==> config.mk <==
export PLATFORM = sky130hd
export DESIGN_NAME = fwd_hazard_unit
export DESIGN_NICKNAME = d
export VERILOG_FILES = /design/src/rtl/fwd_pkg.sv /design/src/rtl/fwd_port_sel.sv /design/src/rtl/fwd_hazard_unit.sv
export SDC_FILE = /design/constraint.sdc
export NUM_CORES = 1
export LEC_CHECK = 0
export CAP_MARGIN = 10
export CORE_ASPECT_RATIO = 1.75
export CORE_MARGIN = 2
export CORE_UTILIZATION = 39
export CTS_CLUSTER_DIAMETER = 80
export DETAILED_ROUTE_END_ITERATION = 6
export GPL_TIMING_DRIVEN = 0
export HOLD_SLACK_MARGIN = 0.1
export PLACE_DENSITY = 0.78
export SYNTH_ARGS = -nofsm -noshare
export SYNTH_HDL_FRONTEND = slang
export SYNTH_SLANG_ARGS = --single-unit
==> constraint.sdc <==
create_clock -name clk_i -period 2 [get_ports clk_i]
set_input_delay 0.4 -clock clk_i [delete_from_list [all_inputs] [get_ports clk_i]]
set_output_delay 0.4 -clock clk_i [all_outputs]
set_load 0.02 [all_outputs]
==> src/rtl/fwd_pkg.sv <==
// Shared definitions for the forwarding / hazard unit.
// Latency: n/a (types and constants only).
// Backpressure: n/a.
package fwd_pkg;

  localparam int ADDR_W_DEF = 5;

  // Operand source select encodings
  localparam logic [1:0] FWD_RF  = 2'b00;  // register file
  localparam logic [1:0] FWD_WB  = 2'b01;  // MEM/WB result
  localparam logic [1:0] FWD_MEM = 2'b10;  // EX/MEM result
  localparam logic [1:0] FWD_WBQ = 2'b11;  // registered previous writeback

  typedef enum logic {
    RUN      = 1'b0,
    LU_STALL = 1'b1
  } state_e;

endpackage

==> src/rtl/fwd_port_sel.sv <==
// Priority forwarding comparator for one EX-stage read port.
// Latency: combinational.
// Backpressure: none; pure function of the current stage addresses.
//
// Ports: ex_raddr_i/ex_rvalid_i - the port's source register and read enable;
//        exmem_*, memwb_*, wbq_*    - candidate producers, nearest first;
//        sel_o                      - chosen source (FWD_* encoding).
module fwd_port_sel
  import fwd_pkg::*;
#(
  parameter int ADDR_W    = ADDR_W_DEF,
  parameter int WB_BYPASS = 1
) (
  input  logic [ADDR_W-1:0] ex_raddr_i,
  input  logic              ex_rvalid_i,
  input  logic [ADDR_W-1:0] exmem_waddr_i,
  input  logic              exmem_regwrite_i,
  input  logic [ADDR_W-1:0] memwb_waddr_i,
  input  logic              memwb_regwrite_i,
  input  logic [ADDR_W-1:0] wbq_addr_i,
  input  logic              wbq_valid_i,
  output logic [1:0]        sel_o
);

  logic hit_mem;
  logic hit_wb;
  logic hit_wbq;

  // r0 is hardwired zero, so a write to it is never a real producer.
  assign hit_mem = ex_rvalid_i && exmem_regwrite_i && (exmem_waddr_i != '0)
                   && (exmem_waddr_i == ex_raddr_i);
  assign hit_wb  = ex_rvalid_i && memwb_regwrite_i && (memwb_waddr_i != '0)
                   && (memwb_waddr_i == ex_raddr_i);
  assign hit_wbq = (WB_BYPASS != 0) && ex_rvalid_i && wbq_valid_i
                   && (wbq_addr_i != '0) && (wbq_addr_i == ex_raddr_i);

  // Youngest producer wins.
  always_comb begin
    sel_o = FWD_RF;
    if (hit_mem)      sel_o = FWD_MEM;
    else if (hit_wb)  sel_o = FWD_WB;
    else if (hit_wbq) sel_o = FWD_WBQ;
  end

endmodule

==> src/rtl/fwd_hazard_unit.sv <==
// Operand forwarding select plus load-use stall control for the 5-stage pipe.
// Latency: selects/stall are combinational; stall length set by LOAD_STALL_CYC.
// Backpressure: mem_stall_i freezes every internal register and raises pipe_hold_o.
//
// Ports: id_* - IF/ID operand reads (hazard detect); ex_* - ID/EX operand reads
//        (forwarding); idex_/exmem_/memwb_* - stage destinations; flush_i squashes
//        IF/ID; fwd_sel_o per-port select; stall_o/bubble_o/pipe_hold_o pipeline
//        control; stall_cnt_o saturating load-use stall cycle count.
module fwd_hazard_unit
  import fwd_pkg::*;
#(
  parameter int ADDR_W         = ADDR_W_DEF,
  parameter int NUM_RD_PORTS   = 2,
  parameter int LOAD_STALL_CYC = 1,
  parameter int WB_BYPASS      = 1,
  parameter int CNT_W          = 16
) (
  input  logic                           clk_i,
  input  logic                           rst_i,
  input  logic [NUM_RD_PORTS*ADDR_W-1:0] id_raddr_i,
  input  logic [NUM_RD_PORTS-1:0]        id_rvalid_i,
  input  logic [NUM_RD_PORTS*ADDR_W-1:0] ex_raddr_i,
  input  logic [NUM_RD_PORTS-1:0]        ex_rvalid_i,
  input  logic [ADDR_W-1:0]              idex_waddr_i,
  input  logic                           idex_regwrite_i,
  input  logic                           idex_memread_i,
  input  logic [ADDR_W-1:0]              exmem_waddr_i,
  input  logic                           exmem_regwrite_i,
  input  logic [ADDR_W-1:0]              memwb_waddr_i,
  input  logic                           memwb_regwrite_i,
  input  logic                           mem_stall_i,
  input  logic                           flush_i,
  output logic [2*NUM_RD_PORTS-1:0]      fwd_sel_o,
  output logic                           stall_o,
  output logic                           bubble_o,
  output logic                           pipe_hold_o,
  output logic [CNT_W-1:0]               stall_cnt_o
);

  localparam logic [2:0] REM_INIT = 3'(LOAD_STALL_CYC - 1);

  state_e            state_q, state_d;
  logic [2:0]        rem_q, rem_d;
  logic [CNT_W-1:0]  cnt_q, cnt_d;
  logic [ADDR_W-1:0] wbq_addr_q, wbq_addr_d;
  logic              wbq_valid_q, wbq_valid_d;

  logic [2*NUM_RD_PORTS-1:0] fwd_raw;
  logic                      hazard;
  logic                      stall_raw;

  // ---------------- forwarding ----------------
  for (genvar p = 0; p < NUM_RD_PORTS; p++) begin : g_port
    fwd_port_sel #(
      .ADDR_W    (ADDR_W),
      .WB_BYPASS (WB_BYPASS)
    ) u_sel (
      .ex_raddr_i       (ex_raddr_i[p*ADDR_W +: ADDR_W]),
      .ex_rvalid_i      (ex_rvalid_i[p]),
      .exmem_waddr_i    (exmem_waddr_i),
      .exmem_regwrite_i (exmem_regwrite_i),
      .memwb_waddr_i    (memwb_waddr_i),
      .memwb_regwrite_i (memwb_regwrite_i),
      .wbq_addr_i       (wbq_addr_q),
      .wbq_valid_i      (wbq_valid_q),
      .sel_o            (fwd_raw[2*p +: 2])
    );
  end

  assign fwd_sel_o = rst_i ? '0 : fwd_raw;

  // ---------------- load-use detect ----------------
  always_comb begin
    hazard = 1'b0;
    if (idex_memread_i && idex_regwrite_i && (idex_waddr_i != '0)) begin
      for (int p = 0; p < NUM_RD_PORTS; p++) begin
        if (id_rvalid_i[p] && (id_raddr_i[p*ADDR_W +: ADDR_W] == idex_waddr_i))
          hazard = 1'b1;
      end
    end
  end

  // ---------------- FSM: next state ----------------
  always_comb begin
    state_d = state_q;
    rem_d   = rem_q;
    if (!mem_stall_i) begin
      unique case (state_q)
        RUN: begin
          if (hazard && !flush_i) begin
            rem_d   = REM_INIT;
            state_d = (LOAD_STALL_CYC > 1) ? LU_STALL : RUN;
          end
        end
        LU_STALL: begin
          // A squashed IF/ID instruction no longer needs its operand.
          if (flush_i) begin
            rem_d   = '0;
            state_d = RUN;
          end else begin
            rem_d = rem_q - 3'd1;
            if (rem_q == 3'd1) state_d = RUN;
          end
        end
        default: state_d = RUN;
      endcase
    end
  end

  // ---------------- FSM: outputs ----------------
  always_comb begin
    stall_raw = 1'b0;
    unique case (state_q)
      RUN:      stall_raw = !mem_stall_i && hazard && !flush_i;
      LU_STALL: stall_raw = 1'b1;
      default:  stall_raw = 1'b0;
    endcase
  end

  assign stall_o     = !rst_i && stall_raw;
  assign bubble_o    = !rst_i && stall_raw;
  assign pipe_hold_o = !rst_i && mem_stall_i;
  assign stall_cnt_o = cnt_q;

  // ---------------- wbq and statistics ----------------
  always_comb begin
    wbq_addr_d  = wbq_addr_q;
    wbq_valid_d = wbq_valid_q;
    cnt_d       = cnt_q;
    if (!mem_stall_i) begin
      wbq_addr_d  = memwb_waddr_i;
      wbq_valid_d = memwb_regwrite_i;
      if (stall_raw && (cnt_q != '1)) cnt_d = cnt_q + 1'b1;
    end
  end

  // ---------------- state register ----------------
  always_ff @(posedge clk_i) begin
    if (rst_i) begin
      state_q     <= RUN;
      rem_q       <= '0;
      cnt_q       <= '0;
      wbq_addr_q  <= '0;
      wbq_valid_q <= 1'b0;
    end else begin
      state_q     <= state_d;
      rem_q       <= rem_d;
      cnt_q       <= cnt_d;
      wbq_addr_q  <= wbq_addr_d;
      wbq_valid_q <= wbq_valid_d;
    end
  end

endmodule

# After elaboration in Yosys (flattened, before gate mapping)
# Index checks and enable logic that the tools add are counted.
[classes]
n_addsub = 2
n_eq_ne = 11
n_mux = 17
bitwise_logic = 2
n_reduce_logical = 37
[ops]
columns = ["cell", "n"]
rows = [
  ["5-bit equality test", 8],
  ["1-bit logical AND", 28],
  ["5-bit nonzero test", 4],
  ["16-bit by 1-bit adder with 16-bit output, second input constant", 1],
  ["16-bit != test, second input constant", 1],
  ["2-bit two-way mux", 6],
  ["3-bit two-way mux", 2],
  ["3-bit case mux with 2 select lines", 1],
  ["1-bit two-way mux", 5],
  ["4-bit two-way mux", 1],
  ["1-bit case mux with 2 select lines", 2],
  ["2-bit AND reduction", 2],
  ["3-bit by 1-bit equality test with 1-bit output, second input constant", 1],
  ["1-bit zero test", 3],
  ["3-bit by 1-bit subtractor with 3-bit output, second input constant", 1],
  ["2-bit != test, second input constant", 1],
  ["1-bit NOT", 2],
]
[totals]
ff_bits = 26
input_bits = 47
word_cells = 74

# Longest topological paths before layout
[logic_depth]
depth_word = 10
depth_mapped = 9
mapped_depth_nobuf = 8

# Cells and area by module
# From an unflattened synthesis, not the netlist that was laid out.
[hier_totals]
cells_unflattened = 232
area_unflattened_um2 = 1946.9
[modules_own_cells]
columns = ["mod", "n_inst", "cells_per_inst", "area_each_um2", "seq_area_each_um2"]
rows = [
  ["fwd_hazard_unit", 1, 168, 1458.9, 520.5],
  ["fwd_port_sel", 2, 32, 244.0, 0.0],
]

# Least setup slack after synthesis
# No wires, ideal clock.
[synth_path]
kind = "input to output"
startpoint = "in exmem_waddr_i[1]"
endpoint = "out fwd_sel_o[0]"
arrival_ns = 1.725
required_ns = 1.600
path_slack_ns = -0.125
path_stages = 4
path_buffers = 0
cell_sequence = "or4_1 -> o21ai_0 -> nor3_1 -> nor3b_1"
[synth_between]
elab_chain_len = 5
elab_cells_between_ends = 6
cone_classes = "eq/ne: 1; mux: 2; reduce/logical: 3"
[synth_lines]
columns = ["item", "line_no", "text"]
rows = [
  ["start, declared", "fwd_hazard_unit.sv:27", "input logic [ADDR_W-1:0] exmem_waddr_i,"],
  ["5-bit nonzero test", "fwd_port_sel.sv:30", "assign hit_mem = ex_rvalid_i && exmem_regwrite_i && (exmem_waddr_i != '0)"],
  ["1-bit logical AND", "fwd_port_sel.sv:30", ""],
  ["1-bit logical AND *", "fwd_port_sel.sv:31", "&& (exmem_waddr_i == ex_raddr_i);"],
  ["2-bit two-way mux *", "fwd_port_sel.sv:40", "if (hit_mem) sel_o = FWD_MEM;"],
  ["4-bit two-way mux *", "fwd_hazard_unit.sv:70", "assign fwd_sel_o = rst_i ? '0 : fwd_raw;"],
  ["end, declared", "fwd_hazard_unit.sv:33", "output logic [2*NUM_RD_PORTS-1:0] fwd_sel_o,"],
]
# Mark *: on every way between the ends. The rest lies on a longest branch, timed or not.

# Final worst setup path
[layout_path]
startpoint = "in ex_raddr_i[4]"
endpoint = "out fwd_sel_o[0]"
[layout_between]
elab_chain_len = 6
elab_cells_between_ends = 10
cone_classes = "eq/ne: 3; mux: 4; reduce/logical: 3"
[layout_lines]
columns = ["item", "line_no", "text"]
rows = [
  ["start, declared", "fwd_hazard_unit.sv:22", "input logic [NUM_RD_PORTS*ADDR_W-1:0] ex_raddr_i,"],
  ["5-bit equality test", "fwd_port_sel.sv:35", "&& (wbq_addr_i != '0) && (wbq_addr_i == ex_raddr_i);"],
  ["1-bit logical AND", "fwd_port_sel.sv:35", ""],
  ["2-bit two-way mux", "fwd_port_sel.sv:42", "else if (hit_wbq) sel_o = FWD_WBQ;"],
  ["2-bit two-way mux", "fwd_port_sel.sv:41", "else if (hit_wb) sel_o = FWD_WB;"],
  ["2-bit two-way mux *", "fwd_port_sel.sv:40", ""],
  ["4-bit two-way mux *", "fwd_hazard_unit.sv:70", ""],
]
# Marks and branches as above.

==> results.py <==
metrics = {
    "min_path": {
        "worstHoldStart": "memwb_waddr_i[2]",
        "holdPathStages": 3,
        "hp-class": "input port to register",
        "min_to": "wbq_addr_q[2]",
    },
    "critical_path": {
        "crit_buf_inv": 2,
        "cpLargestDelayFamily": "simple AND/OR/NAND/NOR gates",
        "end_kind": "primary output",
        "crit_fanout": 3,
        "crit_chain": "clkdlybuf4s15_1 -> xor2_1 -> nor4_2 -> nand4_1 -> o21ai_1 -> nor3b_2 -> buf_4",
        "reg2reg_slack_ns": 0.13,
        "critPathMaxStageDelay_ns": 0.28,
        "r2r-end": "stall_cnt_o[13]",
        "start_kind": "input port",
        "crit_arrival_ns": 1.78,
        "r2r-start": "stall_cnt_o[7]",
        "cp_data_required_time_ns": 1.60,
        "cpMaxStageDelayCell": "nor4_2",
        "reg2reg_depth": 7,
        "worst-setup-path-type": "input port to primary output",
    },
    "clocking": {
        "clock_path_buffers": 2,
        "clockRootBuffer": "clkbuf_8",
        "cts_max_level": 1,
        "cts_inserted_buffers": 3,
        "clk_pin_slew_worst_paths_ns": 0.08,
        "insertion_delay_ns": 0.27,
        "cts_tree": "built",
        "cts.sinks": 26,
    },
    "synthesis": {
        "syn-num-nets": 268,
        "ys_seq_area_share_pct": 29.4,
        "synth-seq-cells": 26,
        "avgSynthCellArea_um2": 8.13,
        "synth_cells": 218,
        "synth_area_um2": 1770,
        "yosysWarnings": 0,
        "synth_cell_types": 34,
    },
    "flow_run": {
        "maxCapViolations": 0,
    },
    "place": {
        "portBuffers": 68,
        "place_area_um2": 2530,
        "gp_congestion": 0.863,
        "place_ws_ns": -1.02,
        "hpwl_mm": 3.78,
        "placedCellCount": 337,
    },
    "floorplanning": {
        "die_h_um": 93.2,
        "fp.dieW_um": 55.0,
        "core_um2": 4400,
        "start_util_pct": 40.2,
        "ios": 70,
        "die_area_um2": 5120,
        "rows": 32,
    },
    "final_layout": {
        "final_nets": 349,
        "num-fill-cells": 401,
        "n_antenna_cell": 0,
        "syn_to_final_growth_pct": 54.4,
        "instances_no_fill": 349,
        "drive_above_1_share_pct": 24.5,
        "design_area_um2": 2740,
        "finalCoreUtilization_pct": 62.1,
    },
    "route": {
        "vias_per_cell": 5.30,
        "ant_nets": 0,
        "num_vias": 1848,
        "finalWirelength_mm": 5.04,
        "wl_per_cell_um": 14.4,
        "drt-initial-drc-count": 23,
        "firstDrtPassIters": 4,
        "drc": 0,
    },
    "global_route": {
        "antenna_found_initial": 0,
        "grt_pass1_vias": 1817,
        "grt_pass1_wl_mm": 7.73,
        "grt_overflow": 0,
        "grt_max_degree": 15,
        "grtUsageTotal_pct": 19.8,
    },
    "timing": {
        "worstMarginPinSlew_ns": 0.635,
        "rsz0062_at_grt": "yes",
        "setup_slack_ns": -0.183,
        "drv_slew": 0,
        "min_period_over_period_pct": 109,
        "slew_headroom_pct": 57.6,
        "finalHoldViolations": 0,
        "fin_crit_ns": 2.18,
        "timing.fmax_mhz": 458,
        "finClkSkew_ns": 0.00427,
        "finalSetupViolations": 5,
    },
    "power_and_ir_drop": {
        "ir_drop_uv": 357,
        "powerDensity_nw_per_um2": 417,
        "totalPowerFinal_mw": 1.14,
        "power_leakage_nw": 1.03,
    },
    "run_status": {
        "run_status": "finished, violations left",
        "violations": "negative setup slack",
    },
}
through the flow:
| stage | setup TNS, ns | hold WS (ns) |
|---|---|---|
| 6_report | -0.687 | 0.392 |
| 5_1_grt | -1.06 | 0.414 |
| 4_1_cts | -0.728 | 0.392 |
| 3_5_place_dp | -15.67 | 0.484 |
| 3_3_place_gp | -15.50 | 0.461 |
| 2_1_floorplan | 0 | 0.450 |
layout make-up:
class,instances,area [µm²],share of cell area (%)
multi-input cells,180,1350,49.4
repair buffers,76,672,24.6
flip-flops and latches,26,532,19.4
well taps,51,63.8,2.33
clock buffers,4,55.1,2.01
plain buffers,8,47.5,1.74
inverters,4,15.0,0.549
worst max-delay path by stage:
stage                           startpoint  slack [ns]           end  cells past startpoint
after floorplan                      rst_i        0.02       stall_o                      5
after global routing         ex_raddr_i[4]       -0.25  fwd_sel_o[0]                      7
after CTS                    ex_raddr_i[7]       -0.21  fwd_sel_o[2]                      7
after detailed placement  memwb_waddr_i[2]       -1.02  fwd_sel_o[2]                      7
after global placement    memwb_waddr_i[2]       -1.01  fwd_sel_o[2]                      7
final                        ex_raddr_i[4]       -0.18  fwd_sel_o[0]                      7
routing by layer:
| layer | GRT usage, % | part of all wire [%] | vias up |
|---|---|---|---|
| li1 | - | - | 912 |
| met1 | 20.0 | 35 | 873 |
| met2 | 37.3 | 58 | 55 |
| met3 | 2.40 | 5.1 | 8 |
| met4 | 8.54 | 2.1 | 0 |
| met5 | 0 | 0 | - |
worst register-to-register path: stages, from the launching register on:
cell	delay, ns
dfxtp_1	0.48
nand4_1	0.17
nor2_1	0.22
nand4_1	0.18
nand2_2	0.18
nor3_4	0.06
and4_4	0.20
mux2_4	0.28
where the power goes:
group,internal (mW),leakage (nW),switching [mW]
Clock,0.176,0.0288,0.158
Combinational,0.144,0.787,0.131
Sequential,0.523,0.213,0.00805
Total,0.843,1.03,0.297
cell families (layout without fill, tap and decap cells):
family | Yosys count | count (layout) | synth area share (%)
AOI/OAI and AO/OA | 16 | 16 | 5.86
xor gates and xnor gates | 54 | 54 | 26.7
adders and majority gates | 3 | 3 | 2.12
buffers and inverters | 12 | 92 | 2.82
DFF | 26 | 26 | 29.4
muxes | 7 | 7 | 4.24
and+or+nand+nor | 100 | 100 | 28.9
cells in the mapped netlist:
library cell,instances,share of area (%)
xnor2_1,42,21
nor2_1,34,7.2
dfxtp_1,26,29
nand2_1,16,3.4
xor2_1,12,5.9
nand4_1,11,3.9
nor3_1,11,3.1
nor4_1,7,2.5
mux2i_1,6,3.4
clkbuf_1,5,1.1
nand3_1,5,1.4
a21oi_1,4,1.1
inv_1,4,0.85
nor3b_1,4,1.7
or4_1,4,1.7
ha_1,3,2.1
o21ai_0,3,0.85
nor2b_1,2,0.71
o21ai_1,2,0.56
o22ai_1,2,0.71
or4b_2,2,1.1
a21o_1,1,0.42
a21oi_4,1,0.92
a31oi_1,1,0.35
and4_4,1,0.64
buf_1,1,0.21
buf_2,1,0.28
buf_4,1,0.42
mux2_4,1,0.85
nand2b_1,1,0.35
nor4_2,1,0.71
nor4b_1,1,0.49
o21a_1,1,0.42
o32ai_1,1,0.49
cell usage in the layout (no fill, tap or decap), drive strengths merged, types with 8 or more instances in the layout:
cell type       n
buf            31
clkbuf         11
clkdlybuf4s15   9
clkdlybuf4s50  25
dfxtp          26
dlygate4sd2    10
nand2          16
nand4          11
nor2           34
nor3           11
nor4            8
xnor2          42
xor2           12
sequential cells by signal, summed over array words and instances, names as in the netlist:
register and flops:
stall_cnt_o 16, wbq_addr_q 5, rem_q 3, state_q 1
wbq_valid_q 1
repair_timing:
| item | in CTS | in global routing |
|---|---|---|
| gates resized for setup | 139 | 38 |
| buffers inserted | 5 | 3 |
| endpoints found under the setup margin | 26 | 18 |
| pin swaps | 37 | 17 |
| hold buffers | 0 | 0 |
Note: power is estimated with default switching activity, not from simulation.
==> edit 1 (config.mk and constraints unchanged) <==
`CNT_W`: 16 -> 18.
--- a/src/rtl/fwd_hazard_unit.sv
+++ b/src/rtl/fwd_hazard_unit.sv
@@ -13,7 +13,7 @@
   parameter int NUM_RD_PORTS   = 2,
   parameter int LOAD_STALL_CYC = 1,
   parameter int WB_BYPASS      = 1,
-  parameter int CNT_W          = 16
+  parameter int CNT_W          = 18
 ) (
   input  logic                           clk_i,
   input  logic                           rst_i,
Interface: changed (resized stall_cnt_o); port bits go from 70 to 72. No check against the original RTL was run, so the function may have changed too.
==> edit 1 against the original RTL <==
The run still ends with setup timing left. Area after synthesis increased by 11%. Final area rose by 21%. Clock skew is 7.0 ps higher. Setup slack got worse by 28 ps. Sequential power rose by 7.5%. Power up 7.8%. Synthesized cell count up 6.9%. Routed wire length up 30%. Sequential cell count rose by 2.
==> edit 1: results (changes against the original RTL) <==
- DRT iter0 DRCs: 100 (+330%)
- CP max stage cell: dfxtp_4
- Vias per inst: 5.699 (+7.6%)
- Worst-path fanout max: 4 (+1)
- M1 wire length: 2268 um (+29%)
- Synth cell count leaders: 30 x xnor2_1, 28 x dfxtp_1, 18 x a21oi_1, 18 x nor2_1, 14 x nand4_1
- Setup violations, final: 6 (+1)
- Status: complete, but fails checks
- Met2 wire len: 3871 um (+32%)
- Synthesized area per cell: 8.474 um^2 (+4.3%)
- RR Startpoint: stall_cnt_o[0]
- Ranking of synthesized cells by area: dfxtp_1 28%, xnor2_1 13%, xor2_1 5.8%
- Pin count of the biggest net entering global routing: 16 (+1)
- Synth Area in Compound Gates: 15.65% (+9.8 points)
- Worst Skew: 11.25 ps (+6.984 ps)
- WL met3: 186 um (-27%)
- Setup slack after layout: -210.3 ps (-27.74 ps)
- Nets: 383 (+9.7%)
- Share of layout cells above drive strength 1: 42.77% (+18 points)
- Clock Latency Late Sink: 290 ps (+20 ps)
- Post-synthesis adder-cell area fraction: 1.901% (-0.22 points)
- Placed cells: 357 (+5.9%)
- Hpwl dp: 4441 um (+18%)
- Max VDD drop: 0.4163 mV (+17%)
- Failing checks: setup timing
- Mux cell area share after synthesis: 3.549% (-0.69 points)
- Synth Net Count: 283 (+5.6%)
- Power Sequential: 0.000571 W (+7.5%)
- Clock transition at path regs: 100 ps (+20 ps)
- Met3 global-route usage: 2.517% (+0.12 points)
[edit 1: cell types whose count changed in the layout (fill, tap and decap cells not counted), moves of 4 or more]
cell     delta
o31ai_4     +4
nor2_1     -14
or4_4       +5
a21oi_2    +10
or3_4       +4
nand2_1     -5
xnor2_1    -14
nor4_1      -5
buf_4      +12
dfxtp_1     -9
a21oi_1     +7
dfxtp_2    +10
[edit 1: worst reg2reg max path, delay by kind of cell (launching register included)]
kind / cells / cell delay [ps]
AO/OA/AOI/OAI: 1 / 260
multiplexers: 1 / 180
flip-flops: 1 / 380
buffers and inverters: 2 / 270
adder cells (fa/ha/maj): 1 / 140
AND/OR/NAND/NOR: 4 / 710
[edit 1: cells by family after synthesis]
logic type	Yosys count
and+or+nand+nor	90
xor gates and xnor gates	43
DFF	28
muxes	7
adders and majority gates	3
AOI/OAI and AO/OA	47
buffers and inverters	15
[edit 1: timing repair]
item,4_1_cts,5_1_grt
pin swaps,58,38
gates cloned,1,0
endpoints found under the setup margin,23,24
resized for setup,172,45
buffers inserted,19,7
[edit 1: worst paths after layout]
path	end	slack (ps)	depth (start not counted)
worst min-delay path	stall_cnt_o[2]	310	2
worst min register to register	rem_q[1]	490	2
worst max-delay path	fwd_sel_o[0]	-210	6
worst max register to register	stall_cnt_o[1]	-40	9
[edit 1: area by class of cell]
class	instances	area, um^2
inverter	6	22.52
tap	54	67.56
clock buffer	4	55.05
buffer	7	68.82
timing repair buffer	97	847.1
sequential	28	588.1
fill	385	1627
multi-input combinational	190	1659
[edit 1: metrics by stage]
| step | cell area [um^2] | setup TNS, ps |
|---|---|---|
| final | 3308 | -828.9 |
| after floorplan | 2008 | -51.14 |
| after detailed placement | 2776 | -13330 |
| after global placement | 2776 | -12680 |
| after CTS | 3161 | -1064 |
| after global routing | 3308 | -1678 |
==> edit 2 (config.mk and constraints unchanged) <==
Made on the original files. Reset style: asynchronous (`rst_i`), changed in one clocked block.
--- a/src/rtl/fwd_hazard_unit.sv
+++ b/src/rtl/fwd_hazard_unit.sv
@@ -135,7 +135,7 @@
   end
 
   // ---------------- state register ----------------
-  always_ff @(posedge clk_i) begin
+  always_ff @(posedge clk_i or posedge rst_i) begin
     if (rst_i) begin
       state_q     <= RUN;
       rem_q       <= '0;
Formal check against the unedited RTL: differs if rst_i is asserted again (counterexample within 4 cycles, from zero or initial values and one cycle with rst_i high); with rst_i held inactive, the same outputs for 10 cycles.
==> edit 2 against the original RTL <==
The run still ends with setup timing left. Routed wire length rose by 2.2%. Setup slack got worse by 67 ps. Sequential share of layout area rose by 3.3 points. Fmax fell by 3.0%. Area after synthesis rose by 3.4%. Worst hold slack improved by 6.8 ps. Power rose by 4.3%. Clock skew fell by 2.7 ps. Final area rose by 4.7%. Sequential cell count did not move. Via count fell by 5.5%. Largest power group unchanged. Highest routed layer unchanged.
==> edit 2: results (changes against the original RTL) <==
- Status: complete, but fails checks
- Failing checks: setup timing
- Mux cell area share after synthesis: 5.464% (+1.2 points)
- Drt first pass iters: 4 (unchanged)
- First-pass GRT wire length: 8273 um (+7.1%)
- Ant. Diodes: 0 (unchanged)
- DR WL/cell: 15.80 um (+9.4%)
- Xor/xnor cell area share of the yosys netlist: 23.91% (-2.8 points)
- Port bufs: 69 (+1.5%)
- Total track usage: 19.62% (-0.14 points)
- Async SR Flop Fraction: 100.0% (+100 points)
- Worst stage delay on the critical path: 550 ps (+270 ps)
- Yosys warns: 0 (unchanged)
- Pin count of the biggest net entering global routing: 14 (-1)
- Clock Latency Late Sink: approximately 260 ps
- Setup violations, final: 5 (unchanged)
- Synthesized area per cell: 9.692 um^2 (+19%)
- Hpwl dp: 3699 um (-2.0%)
- Max Buffers Root-to-Sink: 2 (unchanged)
- Share of layout cells above drive strength 1: 33.21% (+8.7 points)
- Least-Margin Pin Slew: 615.5 ps (-19.78 ps)
- Worst hold path class: primary input to asynchronous set/reset pin
- Max VDD drop: 0.5190 mV (+45%)
- Via count: 1746 (-5.5%)
- Post-Route WL: 5150 um (+2.2%)
- DRT iter0 DRCs: 42 (+83%)
- Worst-path fanout max: 2 (-1)
- RR Startpoint: stall_cnt_o[1]
- Worst Skew: 1.586 ps (-2.685 ps)
- Fill cells: 405 (+1.0%)
- Nets: 326 (-6.6%)
- Root Driver: clkbuf_8
- Setup TNS: -931.7 ps (-245.0 ps)
- Cell family with most CP delay: simple AND/OR/NAND/NOR gates
- Placed cells: 310 (-8.0%)
- WP data arrival: 1850 ps (+70 ps)
- # H-tree levels: 1 (unchanged)
- Static leakage: 1.276 nW (+24%)
- CP max stage cell: or4_4
- Ranking of synthesized cells by area: dfrtp_1 36%, xor2_1 12%, xnor2_1 11%
- Ys flop type: dfrtp_1
- Post-synthesis adder-cell area fraction: 2.049% (-0.069 points)
- Synth Net Count: 239 (-11%)
- Cts bufs inserted: 3 (unchanged)
- Synth cell count leaders: 26 x dfrtp_1, 26 x xor2_1, 24 x xnor2_1
- Sequential area share after synthesis: 35.52% (+6.1 points)
- Pins Over Slew Limit: 0 (unchanged)
- Clock transition at path regs: 80 ps (about the same)
- CP Launch Point: wbq_addr_q[1]
- Setup slack after layout: -249.8 ps (-67.15 ps)
- Vias in the first global route: 1834 (+0.94%)
- GPL Wtd Cong: 0.8922 (+3.4%)
- Yosys cell types: 40 (+18%)
- R2R depth: 7 (unchanged)
- Max reg flops: 16 (unchanged)
- Synth Area in Compound Gates: 8.538% (+2.7 points)
- Initial antenna violation count: 0 (unchanged)
[edit 2: changes by cell type after synthesis, moves of 5 or more]
cell,change
dfrtp_1,+26
nor2_1,-26
mux2_2,+6
xor2_1,+14
mux2i_1,-5
xnor2_1,-18
and3_1,+5
nand2_1,-8
dfxtp_1,-26
nand4_1,-5
[edit 2: cell type report]
| type | instances | share of cell area, % |
|---|---|---|
| Tap cell | 52 | 2.272 |
| Timing Repair Buffer | 82 | 25.51 |
| Buffer | 2 | 0.4369 |
| Clock buffer | 3 | 1.442 |
| Sequential cell | 26 | 22.76 |
| Timing Repair inverter | 1 | 0.1747 |
| Multi-Input combinational cell | 155 | 46.61 |
| Inverter | 5 | 0.7864 |
[edit 2: logic make-up (layout without fill, tap and decap cells)]
group,Yosys count,count (layout)
XOR/XNOR,50,50
AO/OA/AOI/OAI,25,25
adder cells (fa/ha/maj),3,3
flip-flops,26,26
buffers and inverters,8,93
AND/OR/NAND/NOR,68,68
multiplexers,9,9
[edit 2: layer usage]
layer | up-vias | part of all wire, % | global-route usage (%)
met5 | - | 0 | 0
li1 | 850 | - | -
met2 | 57 | 57 | 39.78
met1 | 825 | 36 | 19.50
met3 | 14 | 4.4 | 2.329
met4 | 0 | 2.5 | 8.130
[edit 2: worst paths after layout]
check                                  end  slack, ps
max in group asynchronous  stall_cnt_o[15]       1250
min reg2reg                 stall_cnt_o[9]        490
min                                state_q        400
min in group clk_i           wbq_addr_q[1]        440
max reg2reg                stall_cnt_o[14]         90
max                           fwd_sel_o[0]       -250
[edit 2: through the flow]
| step | setup slack [ps] | hold WS [ps] | cell area [um^2] | power (W) |
|---|---|---|---|---|
| 2_1_floorplan | 4.093 | 448.4 | 1851 | 0.0007187 |
| 3_3_place_gp | -1182 | 474.9 | 2606 | 0.0008747 |
| 3_5_place_dp | -1215 | 477.2 | 2606 | 0.0008804 |
| 4_1_cts | -271.4 | 492.2 | 2783 | 0.001179 |
| 5_1_grt | -315.4 | 417.7 | 2864 | 0.001249 |
| 6_report | -249.8 | 399.1 | 2864 | 0.001189 |
[edit 2: power by group]
group	leakage, nW	switching, W	internal [W]
clock network	0.0216	0.000151	0.000135
logic	0.921	0.000160	0.000173
registers	0.334	0.0000207	0.000549
[edit 2: repair_timing]
| item | 4_1_cts | 5_1_grt |
|---|---|---|
| setup buffers | 9 | 4 |
| cloned | 1 | 0 |
| resized for setup | 145 | 30 |
| pin swaps | 33 | 22 |
| setup endpoints to repair | 23 | 18 |
[edit 2: worst register-to-register path, delay by kind of cell, from the launching register on]
family	cells	cell delay, ps
and+or+nand+nor	5	1090
xor gates and xnor gates	1	170
adders and majority gates	1	190
DFF	1	400
